===== src/rtl/nes_pad_pkg.sv =====
// Shared FSM state type and button bit indices for the NES/SNES multi-pad reader.
// PAD_PRESENCE_EN selects one extra presence-detect clock pulse per frame.
package nes_pad_pkg;

    typedef enum logic [2:0] {
        ST_IDLE,
        ST_LATCH,
        ST_SHIFT_HI,
        ST_SHIFT_LO,
        ST_DONE
    } pad_state_e;

    localparam int NES_A      = 0;
    localparam int NES_B      = 1;
    localparam int NES_SELECT = 2;
    localparam int NES_START  = 3;
    localparam int NES_UP     = 4;
    localparam int NES_DOWN   = 5;
    localparam int NES_LEFT   = 6;
    localparam int NES_RIGHT  = 7;

    localparam int SNES_B      = 0;
    localparam int SNES_Y      = 1;
    localparam int SNES_SELECT = 2;
    localparam int SNES_START  = 3;
    localparam int SNES_UP     = 4;
    localparam int SNES_DOWN   = 5;
    localparam int SNES_LEFT   = 6;
    localparam int SNES_RIGHT  = 7;
    localparam int SNES_A      = 8;
    localparam int SNES_X      = 9;
    localparam int SNES_L      = 10;
    localparam int SNES_R      = 11;

`ifdef PAD_PRESENCE_EN
    localparam int PRESENCE_PULSES = 1;
`else
    localparam int PRESENCE_PULSES = 0;
`endif

endpackage


===== src/rtl/nes_pad_lane.sv =====
// One pad's data path: 2-flop synchroniser on the serial line feeding a shift register.
// Bits enter at the top and move down, so the first bit shifted lands in frame[0].
module nes_pad_lane #(
    parameter int FRAME_W = 8
) (
    input  logic               clk,
    input  logic               pad_data,
    input  logic               sample_en,
    output logic [FRAME_W-1:0] frame
);

    logic sync_p0;
    logic sync_p1;

    always_ff @(posedge clk) begin
        sync_p0 <= pad_data;
        sync_p1 <= sync_p0;
        if (sample_en) begin
            frame <= {sync_p1, frame[FRAME_W-1:1]};
        end
    end

endmodule


===== src/rtl/nes_multi_pad_reader.sv =====
// Multi-pad NES/SNES serial gamepad reader: shared latch/clock, parallel data lanes,
// auto-polling and a valid strobe. Optional macro: PAD_PRESENCE_EN (presence detection).
module nes_multi_pad_reader
    import nes_pad_pkg::*;
#(
    parameter int N_PADS       = 2,
    parameter int N_BITS       = 8,
    parameter int CLK_DIV      = 384,
    parameter int LATCH_CYCLES = 768,
    parameter int POLL_CYCLES  = 1066666
) (
    input  logic                     clk,
    input  logic                     rst,
    input  logic                     start,
    input  logic                     auto_en,
    input  logic [N_PADS-1:0]        pad_data,
    output logic                     pad_latch,
    output logic                     pad_clk,
    output logic [N_PADS*N_BITS-1:0] buttons,
    output logic [N_PADS-1:0]        present,
    output logic                     busy,
    output logic                     valid
);

    localparam int PULSES  = N_BITS - 1 + PRESENCE_PULSES;
    localparam int FRAME_W = N_BITS + PRESENCE_PULSES;
    localparam int PH_MAX  = (LATCH_CYCLES > CLK_DIV) ? LATCH_CYCLES : CLK_DIV;
    localparam int PH_W    = $clog2(PH_MAX);
    localparam int BC_W    = $clog2(PULSES + 1);
    localparam int PC_W    = $clog2(POLL_CYCLES);

    localparam logic [PH_W-1:0] LATCH_LAST = PH_W'(LATCH_CYCLES - 1);
    localparam logic [PH_W-1:0] HALF_LAST  = PH_W'(CLK_DIV - 1);
    localparam logic [BC_W-1:0] PULSE_LAST = BC_W'(PULSES - 1);
    localparam logic [PC_W-1:0] POLL_LAST  = PC_W'(POLL_CYCLES - 1);

    pad_state_e                  state;
    pad_state_e                  next_state;
    logic [PH_W-1:0]             phase;
    logic [BC_W-1:0]             bit_cnt;
    logic [PC_W-1:0]             poll_cnt;
    logic                        latch_done;
    logic                        half_done;
    logic                        trigger;
    logic                        sample_en;
    logic [N_PADS*FRAME_W-1:0]   frames;
    logic [N_PADS*N_BITS-1:0]    buttons_next;
    logic [N_PADS-1:0]           present_next;

    assign latch_done = (phase == LATCH_LAST);
    assign half_done  = (phase == HALF_LAST);
    // A poll wrap that lands while busy is simply lost; start and wrap together give one scan.
    assign trigger    = start | (auto_en & (poll_cnt == POLL_LAST));

    always_ff @(posedge clk) begin
        if (rst) begin
            state <= ST_IDLE;
        end else begin
            state <= next_state;
        end
    end

    always_comb begin
        next_state = state;
        case (state)
            ST_IDLE:     if (trigger)    next_state = ST_LATCH;
            ST_LATCH:    if (latch_done) next_state = ST_SHIFT_HI;
            ST_SHIFT_HI: if (half_done)  next_state = ST_SHIFT_LO;
            ST_SHIFT_LO: if (half_done)  next_state = (bit_cnt == PULSE_LAST) ? ST_DONE : ST_SHIFT_HI;
            ST_DONE:                     next_state = ST_IDLE;
            default:                     next_state = ST_IDLE;
        endcase
    end

    always_comb begin
        pad_latch = (state == ST_LATCH);
        pad_clk   = (state == ST_SHIFT_HI);
        busy      = (state != ST_IDLE);
        sample_en = ((state == ST_LATCH) && latch_done) || ((state == ST_SHIFT_LO) && half_done);
    end

    // Phase restarts on every state change so each state times its own dwell.
    always_ff @(posedge clk) begin
        if (rst || state == ST_IDLE || state != next_state) begin
            phase <= '0;
        end else begin
            phase <= phase + PH_W'(1);
        end
    end

    always_ff @(posedge clk) begin
        if (rst || state == ST_LATCH) begin
            bit_cnt <= '0;
        end else if (state == ST_SHIFT_LO && half_done) begin
            bit_cnt <= bit_cnt + BC_W'(1);
        end
    end

    always_ff @(posedge clk) begin
        if (rst || !auto_en || poll_cnt == POLL_LAST) begin
            poll_cnt <= '0;
        end else begin
            poll_cnt <= poll_cnt + PC_W'(1);
        end
    end

    for (genvar p = 0; p < N_PADS; p++) begin : g_lane
        nes_pad_lane #(
            .FRAME_W (FRAME_W)
        ) u_lane (
            .clk       (clk),
            .pad_data  (pad_data[p]),
            .sample_en (sample_en),
            .frame     (frames[p*FRAME_W +: FRAME_W])
        );
    end

    // Pad lines are active-low: a pressed button shifts out 0.
    always_comb begin
        buttons_next = '0;
        present_next = '0;
        for (int p = 0; p < N_PADS; p++) begin
            buttons_next[p*N_BITS +: N_BITS] = ~frames[p*FRAME_W +: N_BITS];
`ifdef PAD_PRESENCE_EN
            present_next[p] = ~frames[p*FRAME_W + N_BITS];
`else
            present_next[p] = 1'b1;
`endif
        end
    end

    always_ff @(posedge clk) begin
        if (rst) begin
            buttons <= '0;
            present <= '0;
            valid   <= 1'b0;
        end else begin
            valid <= (state == ST_DONE);
            if (state == ST_DONE) begin
                buttons <= buttons_next;
                present <= present_next;
            end
        end
    end

endmodule

===== config.mk =====
export PLATFORM = sky130hd
export DESIGN_NAME = nes_multi_pad_reader
export DESIGN_NICKNAME = d
export VERILOG_FILES = /design/src/rtl/nes_pad_pkg.sv /design/src/rtl/nes_pad_lane.sv /design/src/rtl/nes_multi_pad_reader.sv
export SDC_FILE = /design/constraint.sdc
export NUM_CORES = 1
export LEC_CHECK = 0
export BUFFER_PORTS_ARGS = -buffer_cell sky130_fd_sc_hd__buf_2
export CAP_MARGIN = 10
export CELL_PAD_IN_SITES_DETAIL_PLACEMENT = 1
export CELL_PAD_IN_SITES_GLOBAL_PLACEMENT = 2
export CORE_UTILIZATION = 41
export DETAILED_ROUTE_END_ITERATION = 6
export HOLD_SLACK_MARGIN = 0.15
export PLACE_DENSITY = 0.93
export SYNTH_ARGS = -nofsm -noshare
export SYNTH_HDL_FRONTEND = slang
export SYNTH_HIERARCHICAL = 1
export SYNTH_SLANG_ARGS = --single-unit

===== constraint.sdc =====
create_clock -name clk -period 3.6 [get_ports clk]
set_input_delay 0.72 -clock clk [delete_from_list [all_inputs] [get_ports clk]]
set_output_delay 0.72 -clock clk [all_outputs]
set_load 0.02 [all_outputs]

### Word-level counts from Yosys, hierarchy flattened

Cells that the tools add are included.

| storage, ports and cells | value |
|---|---|
| register bits | 75 |
| word-level logic and storage cells | 46 |
| input bits | 6 |
| output and inout port bits | 22 |

| operators by class | value |
|---|---|
| $add $sub $neg | 3 |
| reduce and logical (&&, ||, !) cells | 11 |
| bitwise gates (word level) | 4 |
| multiplexer cells | 6 |
| equal/unequal tests | 9 |

Operator list:

| operator | count |
|---|---|
| $add 21x1->21 const B | 1 |
| $eq 21x21->1 const B | 1 |
| $not 8->8 | 2 |
| $mux 3 | 5 |
| $pmux 3 s4 | 1 |
| $add 10x1->10 const B | 1 |
| $eq 10x10->1 const B | 1 |
| $eq 10x9->1 const B | 1 |
| $eq 3x2->1 const B | 2 |
| $eq 3x3->1 const B | 2 |
| $logic_or 1x1->1 | 6 |
| $add 3x1->3 const B | 1 |
| $eq 3x1->1 const B | 1 |
| $logic_not 3->1 | 1 |
| $ne 3x3->1 | 1 |
| $reduce_bool 3->1 | 1 |
| $logic_and 1x1->1 | 2 |
| $and 1x1->1 | 1 |
| $logic_not 1->1 | 1 |
| $or 1x1->1 | 1 |

### Logic depth before layout (Yosys ltp)

Gate-level depths: netlist of the first run.

| depth | value |
|---|---|
| depth in word-level cells | 7 |
| depth in mapped cells | 7 |
| mapped depth without buffers | 6 |

### Cells and area by module

Netlist of the first run, hierarchy kept.

By module, submodules not included:

| module | times used | seq. area each (µm²) | area each (µm²) | cells an instance |
|---|---|---|---|---|
| nes_multi_pad_reader | 1 | 1101.1 | 2467.4 | 272 |
| nes_pad_lane | 2 | 280.3 | 280.3 | 10 |

### Least setup slack after synthesis of the first run

Ideal clock, no wire load.

| timing path | value |
|---|---|
| kind | register to register |
| start | reg phase[0] |
| end | reg g_lane[0].u_lane.frame[0] (enable) |
| setup time | 0.372 ns |
| path buffers | 0 |
| period minus slack after synthesis | 2.335 ns |
| data arrival time | 1.963 ns |
| stages on the path, launching flop included | 6 |
| setup slack | 1.265 ns |
| data required time | 3.228 ns |
| path through | dfxtp_1 > ha_1 > nand2_1 > or3_1 > or4b_1 > nand2_1 |

| between the ends | value |
|---|---|
| longest elaborated chain between the ends | 3 |
| elaborated cells between the ends (all ways) | 5 |
| classes of those cells | 2 x eq/ne; 3 x reduce/logical |

RTL lines:

| what | line | text |
|---|---|---|
| start: declaration | nes_multi_pad_reader.sv:39 | `logic [PH_W-1:0] phase;` |
| start signal: assignment | nes_multi_pad_reader.sv:87 | `phase <= phase + PH_W'(1);` |
| $eq 10x10->1 or $eq 10x9->1 (tied branches) | nes_multi_pad_reader.sv:50, nes_multi_pad_reader.sv:51 |  |
| $logic_and 1x1->1 | nes_multi_pad_reader.sv:79 | `sample_en = ((state == ST_LATCH) && latch_done) \|\| ((state == ST_SHIFT_LO) && half_done);` |
| $logic_or 1x1->1 * | nes_multi_pad_reader.sv:79 |  |
| via sample_en | nes_multi_pad_reader.sv:45 | `logic sample_en;` |
| end signal: assignment | nes_pad_lane.sv:19 | `frame <= {sync_p1, frame[FRAME_W-1:1]};` |
| end: declaration | nes_pad_lane.sv:9 | `output logic [FRAME_W-1:0] frame` |

Mark *: on every way through the listed nets, which the timed path passes. The rest lies on a longest branch.
A chain may end at the register's enable or synchronous reset.

### Final worst setup path of the first run

| timing path | value |
|---|---|
| start | reg phase[0] |
| end | reg g_lane[0].u_lane.frame[7] (enable) |

Same word-level chain as after synthesis.

==> flow_summary.json, run 1 <==
{
  "status": "finished clean",
  "grt_pass1_vias": 2108,
  "routed_wl_um": 6203,
  "drtIter0Drc": 60,
  "rr_worst_depth": 5,
  "hpwl_um": 4205,
  "cts_resized": 0,
  "syn_nets": 303,
  "relSlewSlack": 0.4763,
  "required_ns": 3.58,
  "grtUsageTotal": 0.1762,
  "fin_skew_ns": 0.008140,
  "p_leak_uw": 0.001184,
  "synth_cell_types": 45,
  "cts.path.max_buffers": 2,
  "vdd_drop_max_mv": 0.3894,
  "r2r_start": "phase[0]",
  "io-pin-count": 28,
  "hold_class": "flip-flop to flip-flop",
  "synthArstFlopShare": 0,
  "grt_remaining_overflow": 0,
  "ant_nets": 0,
  "utilization": 0.5034,
  "post_cts_buffers": 0,
  "diodes": 0,
  "dieHeight_um": 87.94,
  "reg2reg_setup_slack_ns": 0.93,
  "antenna_found_initial": 0,
  "gp_congestion": 0.7890,
  "vias": 2189,
  "period_share": 0.7417,
  "r2r_end": "g_lane[0].u_lane/frame[7]",
  "final_cells": 421,
  "synthTopCellsByArea": "dfxtp_1 (39%), edfxtp_1 (16%), nor2_1 (6.0%)",
  "maxCapViolCount": 0,
  "rsz0062_at_grt": "false",
  "dieArea_um2": 7733,
  "clk-insertion-delay-late_ns": 0.35,
  "drc": 0,
  "worstPathArrival_ns": 2.65,
  "crit_end": "g_lane[0].u_lane/frame[7]",
  "synth_edf_count": 16,
  "cts_buffers": 9,
  "synth_top_cell_area_share": 0.3901,
  "clk_transition_reported_paths_ns": 0.08,
  "worstSetupStartpointType": "flip-flop",
  "preCtsSetupSlack_ns": 1.001,
  "drv_slew": 0,
  "cp_max_fo": 16,
  "p_per_area_nw_per_um2": 482.6,
  "critPathKind": "flip-flop to flip-flop",
  "hold_buffers": 0,
  "wire_per_inst_um": 14.73,
  "setup_violations": 0,
  "syn2layout_area_growth_pct": 15.45,
  "ys_ff_latch": 75,
  "end_kind": "flip-flop",
  "coreArea_um2": 6944,
  "htreeDepth": 3,
  "most-common-layout-cells": "dfxtp_1 (59), nor2_1 (48), buf_2 (27)",
  "drive_above_1_share": 0.1692,
  "finalCriticalPeriod_ns": 2.670,
  "grt_first_pass_wirelength_um": 10280,
  "synth.yosys.seq_area_share": 0.5488,
  "cts_sinks": 75,
  "total_power_uw": 1687,
  "worst_pin_slew_ns": 0.7837,
  "cts_tree": "built",
  "drt_pass1_iterations": 4,
  "fin_tns_setup_ns": 0,
  "start_util": 0.4360,
  "mostFrequentLayoutCell": "dfxtp_1",
  "hold_viol_final": 0,
  "viasPerCell": 5.200,
  "grt_start_max_net_pins": 35,
  "rows": 30,
  "synth.largest_area_cell": "dfxtp_1",
  "yosysWarnings": 6,
  "io_buffers": 27,
  "critPathLaunch": "phase[0]",
  "avgSynthCellArea_um2": 10.37,
  "synth_ff_type": "dfxtp_1",
  "final_nets": 331,
  "dp.cells": 404,
  "setup_slack_ns": 0.9298,
  "syn-cell-area_um2": 3028,
  "synthCells": 292,
  "die_x_um": 87.94,
  "fillers": 786,
  "cts_root_buffer": "clkbuf_8",
  "fmax_ghz": 0.3745
}
[critical path: stages (launching register included)]
cell,delay [ns]
dfxtp_1,0.42
ha_1,0.27
nand2_1,0.14
or3_1,0.41
or4b_1,0.54
nand2_1,0.52
[where the power goes]
group          total [µW]  internal [µW]  leakage (µW)  switching [µW]
combinational        28.4           9.43      0.000439            19.0
sequential            865            859      0.000621            6.18
clock                 794            465      0.000124             328
total                1690           1330       0.00118             353
[state kept, by name, indices dropped and copies added (netlist names)]
register / cells
poll_cnt: 21
g_lane.u_lane/sync_p1: 2
g_lane.u_lane/sync_p0: 2
present: 1
valid: 1
phase: 10
bit_cnt: 3
buttons: 16
g_lane.u_lane/frame: 16
state: 3
[cells by family (layout without fill, tap and decap cells)]
group                      after synthesis  after routing  share of synthesized area
and+or+nand+nor                        126            126                     0.2318
DFF                                     75             75                     0.5488
AOI/OAI and AO/OA                       40             40                    0.09711
xor gates and xnor gates                22             22                    0.06363
buffers and inverters                   22             55                    0.03140
adders and majority gates                5              5                    0.02066
muxes                                    2              2                   0.006612
[through the flow]
| step | hold WS, ns | instance area (µm²) |
|---|---|---|
| finish | 0.3314 | 3496 |
| global route | 0.3403 | 3496 |
| CTS | 0.3323 | 3481 |
| detailed placement | 0.3135 | 3236 |
| global placement | 0.3113 | 3236 |
| floorplan | 0.3096 | 3028 |
[metal layers]
layer	track usage	vias to the layer above	part of all wire
li1	-	1112	-
met1	0.2183	1045	0.46
met2	0.2903	28	0.50
met3	0.05372	4	0.030
met4	0.06259	0	0.010
met5	0	-	0
[cells in the mapped netlist, types with 9 or more instances]
| library cell | n |
|---|---|
| a211oi_1 | 16 |
| inv_1 | 11 |
| xnor2_1 | 16 |
| dfxtp_1 | 59 |
| nor4_1 | 9 |
| nor2_1 | 48 |
| nand3_1 | 11 |
| nor3_1 | 12 |
| edfxtp_1 | 16 |
[area by class of cell]
cell class              count  area, µm²  share of cell area
clock buffers               9      123.9             0.03543
clock inverters             7      121.4             0.03472
inverters                  11      41.29             0.01181
multi-input cells         195       1277              0.3654
flip-flops and latches     75       1662              0.4753
well taps                  96      120.1             0.03436
repair buffers             28      150.1             0.04295
[worst min path at each step]
stage	endpoint	from	cells past startpoint
floorplan	g_lane[0].u_lane/sync_p1	g_lane[0].u_lane/sync_p0	0
global placement	g_lane[1].u_lane/sync_p1	g_lane[1].u_lane/sync_p0	0
detailed placement	g_lane[1].u_lane/sync_p1	g_lane[1].u_lane/sync_p0	0
CTS	g_lane[1].u_lane/sync_p1	g_lane[1].u_lane/sync_p0	0
global route	g_lane[0].u_lane/sync_p1	g_lane[0].u_lane/sync_p0	0
finish	g_lane[1].u_lane/sync_p1	g_lane[1].u_lane/sync_p0	0
Power figures use the tool's default switching activity.
==> inputs of run 2 (changes only) <==
- CORE_UTILIZATION: 41 -> 38
- PLACE_DENSITY: 0.93 -> 0.87
- clock period: 3.6 -> 2.8 ns (I/O delays scaled with it)
==> run 2 against run 1 <==
Routed wire length rose by 0.13%. Non-clock buffer count rose by 3. Clock-buffer cell count did not move. Hold slack got worse by 0.019 ns. Clock skew barely moved. Largest cell class unchanged.
==> flow_summary.json, run 2 (synthesis gave the netlist of run 1 again) <==
{
  "clk-insertion-delay-late_ns": 0.35,
  "dieHeight_um": 91.27,
  "rows": 32,
  "hold_class": "input port to flip-flop",
  "utilization": 0.4469,
  "drtIter0Drc": 78,
  "vdd_drop_max_mv": 0.3251,
  "mostFrequentLayoutCell": "dfxtp_1",
  "required_ns": 2.84,
  "p_per_area_nw_per_um2": 551.5,
  "fmax_ghz": 0.4234,
  "most-common-layout-cells": "dfxtp_1 (59), nor2_1 (48), buf_2 (27)",
  "cts_buffers": 9,
  "io-pin-count": 28,
  "cts_tree": "built",
  "grt_start_max_net_pins": 35,
  "crit_chain": "ha_1 -> nand2_1 -> or3_1 -> or4b_1 -> nand2_1 -> buf_4",
  "hold_buffers": 0,
  "worst_pin_slew_ns": 0.5832,
  "fin_tns_setup_ns": 0,
  "fin_skew_ns": 0.008315,
  "cts_sinks": 75,
  "grt_remaining_overflow": 0,
  "wire_per_inst_um": 14.44,
  "gp_congestion": 0.7931,
  "hpwl_um": 4321,
  "status": "finished clean",
  "hold_viol_final": 0,
  "drc": 0,
  "p_leak_uw": 0.001165,
  "grt_first_pass_wirelength_um": 10830,
  "dieArea_um2": 8329,
  "vias": 2210,
  "cts_root_buffer": "clkbuf_8",
  "io_buffers": 27,
  "grtUsageTotal": 0.1674,
  "syn2layout_area_growth_pct": 14.05,
  "coreArea_um2": 7727,
  "cp_top_family": "simple AND/OR/NAND/NOR gates",
  "max_stage_delay_ns": 0.56,
  "drv_slew": 0,
  "fin_hold_ws_ns": 0.3127,
  "diodes": 0,
  "cts_resized": 0,
  "cp_max_fo": 16,
  "start_util": 0.3918,
  "worstSetupStartpointType": "flip-flop",
  "relSlewSlack": 0.6071,
  "grt_pass1_vias": 2234,
  "maxCapViolCount": 0,
  "fillers": 880,
  "cp_num_buf_inv": 1,
  "worstPathArrival_ns": 2.40,
  "reg.largest.list": "poll_cnt (21), buttons (16), g_lane.u_lane/frame (16)",
  "post_cts_buffers": 0,
  "finalInstanceArea_um2": 3453,
  "critPathKind": "flip-flop to flip-flop",
  "viasPerCell": 5.140,
  "rsz0062_at_grt": "false",
  "setup_violations": 0,
  "dp.cells": 414,
  "period_share": 0.8435,
  "cp_slowest_cell": "or4b_1",
  "placed_area_um2": 3273,
  "crit_top_cell": "nand2_1",
  "final_nets": 334,
  "routed_wl_um": 6211,
  "drt_pass1_iterations": 4,
  "ant_nets": 0,
  "die_x_um": 91.27,
  "finalCriticalPeriod_ns": 2.362,
  "htreeDepth": 3,
  "final_cells": 430,
  "largest_reg_flops": 21,
  "clk_transition_reported_paths_ns": 0.08,
  "regMostFlops": "poll_cnt",
  "cts.path.max_buffers": 2,
  "drive_above_1_share": 0.1768,
  "end_kind": "flip-flop",
  "antenna_found_initial": 0
}
## run 2: cell count changes in the layout (fill, tap and decap cells not counted)
cell / delta
buf_8: -1
inv_6: +2
buf_4: +4
bufinv_16: -3
clkinvlp_4: +1
## run 2: power breakdown
part	total, µW	switching, µW	internal [µW]
sequential	1110	7.96	1100
combinational	37.8	24.8	12.9
clock	754	421	334
total	1900	454	1450
## run 2: stage by stage
step / setup slack [ns] / power (µW)
after floorplan: 0.4655 / 1161
after global placement: 0.5047 / 1175
after detailed placement: 0.4543 / 1177
after CTS: 0.4313 / 1942
after global routing: 0.2752 / 1984
final: 0.4381 / 1904
## run 2: worst reg2reg max path: cells and delay by family, from the launching register on
family                   cells  cell delay, ns
buffers and inverters        1            0.24
flip-flops                   1            0.41
adder cells (fa/ha/maj)      1            0.26
AND/OR/NAND/NOR              4            1.15
## run 2: cell type report
type                       count  area, µm²  share of cell area
timing repair buffer          31      165.2             0.04783
inverter                      11      41.29             0.01196
clock buffer                   9      123.9             0.03587
tap                          102      127.6             0.03696
multi-input combinational    195       1277              0.3699
sequential                    75       1662              0.4812
clock inverter                 7      56.30             0.01630
## run 2: path summary, 6_finish.rpt
| check | depth (start not counted) | slack, ns | endpoint | start |
|---|---|---|---|---|
| hold / removal | 1 | 0.31 | g_lane[1].u_lane/sync_p0 | pad_data[1] |
| setup reg to reg | 6 | 0.44 | g_lane[0].u_lane/frame[7] | phase[0] |
| hold reg to reg | 0 | 0.34 | g_lane[1].u_lane/sync_p1 | g_lane[1].u_lane/sync_p0 |
| setup / recovery | 6 | 0.44 | g_lane[0].u_lane/frame[7] | phase[0] |
## run 2: metal layers
| metal | up-vias | GRT usage | part of all wire |
|---|---|---|---|
| li1 | 1113 | - | - |
| met1 | 1061 | 0.2122 | 0.47 |
| met2 | 28 | 0.2702 | 0.48 |
| met3 | 8 | 0.04271 | 0.024 |
| met4 | 0 | 0.07143 | 0.020 |
| met5 | - | 0 | 0 |
==> inputs of run 3 (changes only) <==
- clock period: 2.8 -> 2.3 ns (I/O delays scaled with it)
==> run 3 against run 2 <==
Non-clock buffer count up 8. Largest power group unchanged. Hold slack worse by 0.10 ns. Critical endpoint is now g_lane[1].u_lane/frame[7]. Clock power up 37%.
==> flow_summary.json, run 3 (synthesis gave the netlist of run 1 again) <==
{
  "status": "finished clean",
  "syn2layout_area_growth_pct": 17.02,
  "grtUsageTotal": 0.1763,
  "fmax_ghz": 0.4694,
  "met2_length_um": 3233,
  "relSlewSlack": 0.5388,
  "p_sw_uw": 537.3,
  "grt_first_pass_wirelength_um": 11470,
  "switching_share": 0.2204,
  "io-pin-count": 28,
  "die_x_um": 91.27,
  "setup_violations": 0,
  "p_leak_uw": 0.001218,
  "r2r_start": "phase[0]",
  "clk-insertion-delay-late_ns": 0.35,
  "worst_pin_slew_ns": 0.6845,
  "gp_congestion": 0.7884,
  "drt_pass1_iterations": 4,
  "critPathKind": "flip-flop to flip-flop",
  "clock_power_share": 0.424,
  "placed_area_um2": 3336,
  "hold_class": "input port to flip-flop",
  "drtIter0Drc": 84,
  "p_per_area_nw_per_um2": 688.0,
  "coreArea_um2": 7727,
  "internal-power_uw": 1901,
  "sequentialPowerShare": 0.553,
  "end_kind": "flip-flop",
  "grt_remaining_overflow": 0,
  "cts_buffers": 9,
  "vdd_drop_max_mv": 0.2983,
  "combPwrFrac": 0.023,
  "reg2reg_setup_slack_ns": 0.17,
  "routed_wl_um": 6498,
  "drc": 0,
  "fin_tns_setup_ns": 0,
  "diodes": 0,
  "antenna_found_initial": 0,
  "grt_pass1_vias": 2377,
  "rows": 32,
  "required_ns": 2.34,
  "start_util": 0.3918,
  "dieHeight_um": 91.27,
  "dieArea_um2": 8329,
  "most-common-layout-cells": "dfxtp_1 (59), nor2_1 (48), buf_2 (27)",
  "period_share": 0.9263,
  "ant_nets": 0,
  "vias": 2224,
  "cp_max_fo": 16,
  "hpwl_um": 4636,
  "maxCapViolCount": 0,
  "grt_start_max_net_pins": 35,
  "drive_above_1_share": 0.1964,
  "min_from": "pad_data[0]",
  "worstPathArrival_ns": 2.17,
  "hold_viol_final": 0,
  "regMostFlops": "poll_cnt",
  "drt-met1-wl_um": 3007,
  "finalCriticalPeriod_ns": 2.131,
  "final_nets": 342,
  "drv_slew": 0,
  "htreeDepth": 3,
  "finalInstanceArea_um2": 3543,
  "cts_tree": "built",
  "critPathLaunch": "phase[0]",
  "clk_transition_reported_paths_ns": 0.08,
  "route.met3.wl_um": 172,
  "rsz0062_at_grt": "false",
  "fin_skew_ns": 0.009852,
  "io_buffers": 27,
  "worstSetupStartpointType": "flip-flop",
  "cts_root_buffer": "clkbuf_8",
  "reg.largest.list": "poll_cnt (21), buttons (16), g_lane.u_lane/frame (16)",
  "cts.path.max_buffers": 2,
  "largest_reg_flops": 21,
  "hold_buffers": 0,
  "highest_layer": "met4",
  "wire_per_inst_um": 14.84,
  "viasPerCell": 5.078,
  "mostFrequentLayoutCell": "dfxtp_1",
  "cts_sinks": 75
}
## run 3: path summary, 6_finish.rpt
| path | to | cells past startpoint |
|---|---|---|
| worst max-delay path | g_lane[1].u_lane/frame[7] | 5 |
| worst min-delay path | g_lane[0].u_lane/sync_p0 | 1 |
| worst max register to register | g_lane[1].u_lane/frame[7] | 5 |
| worst min register to register | g_lane[1].u_lane/sync_p1 | 0 |
## run 3: cell type report
type	instances	area [µm²]
fillers	876	4184
multi-input cells	195	1285
well taps	102	127.6
repair buffers	39	225.2
clock inverters	5	61.31
clock buffers	11	141.4
flip-flops and latches	75	1662
inverters	11	41.29
## run 3: stage by stage
stage | utilization | setup slack (ns) | hold slack [ns] | cells | power, µW
final | 0.4585 | 0.1694 | 0.2097 | 438 | 2438
after global routing | 0.4585 | 0.09690 | 0.1907 | 438 | 2532
after CTS | 0.4579 | 0.05008 | 0.1947 | 438 | 2471
after detailed placement | 0.4317 | 0.06815 | 0.3182 | 422 | 1437
after global placement | 0.4317 | 0.1242 | 0.3155 | 422 | 1436
after floorplan | - | 0.1225 | 0.3096 | 292 | 1413
## run 3: power by group through the flow
| stage | clock, µW | combinational [µW] | sequential [µW] |
|---|---|---|---|
| final | 1030 | 56.4 | 1350 |
| after floorplan | 0 | 33.0 | 1380 |
| after detailed placement | 0 | 57.2 | 1380 |
| after CTS | 1060 | 57.5 | 1350 |
| after global routing | 1120 | 63.9 | 1350 |
| after global placement | 0 | 57.2 | 1380 |
## run 3: critical path, stage by stage (launching register included)
cell     delay, ns
dfxtp_1       0.34
ha_1          0.18
nand2_1       0.09
or3_1         0.40
or4b_1        0.59
nand2_4       0.22
## run 3: layer usage
metal	track usage	vias up
met5	0	-
met4	0.05556	0
met3	0.05025	8
met2	0.3043	22
met1	0.2114	1070
li1	-	1124
## run 3: timing repair
action,CTS,global route
endpoints found under the setup margin,0,16
setup buffers,0,0
hold endpoints to repair,0,0
resized for setup,0,1
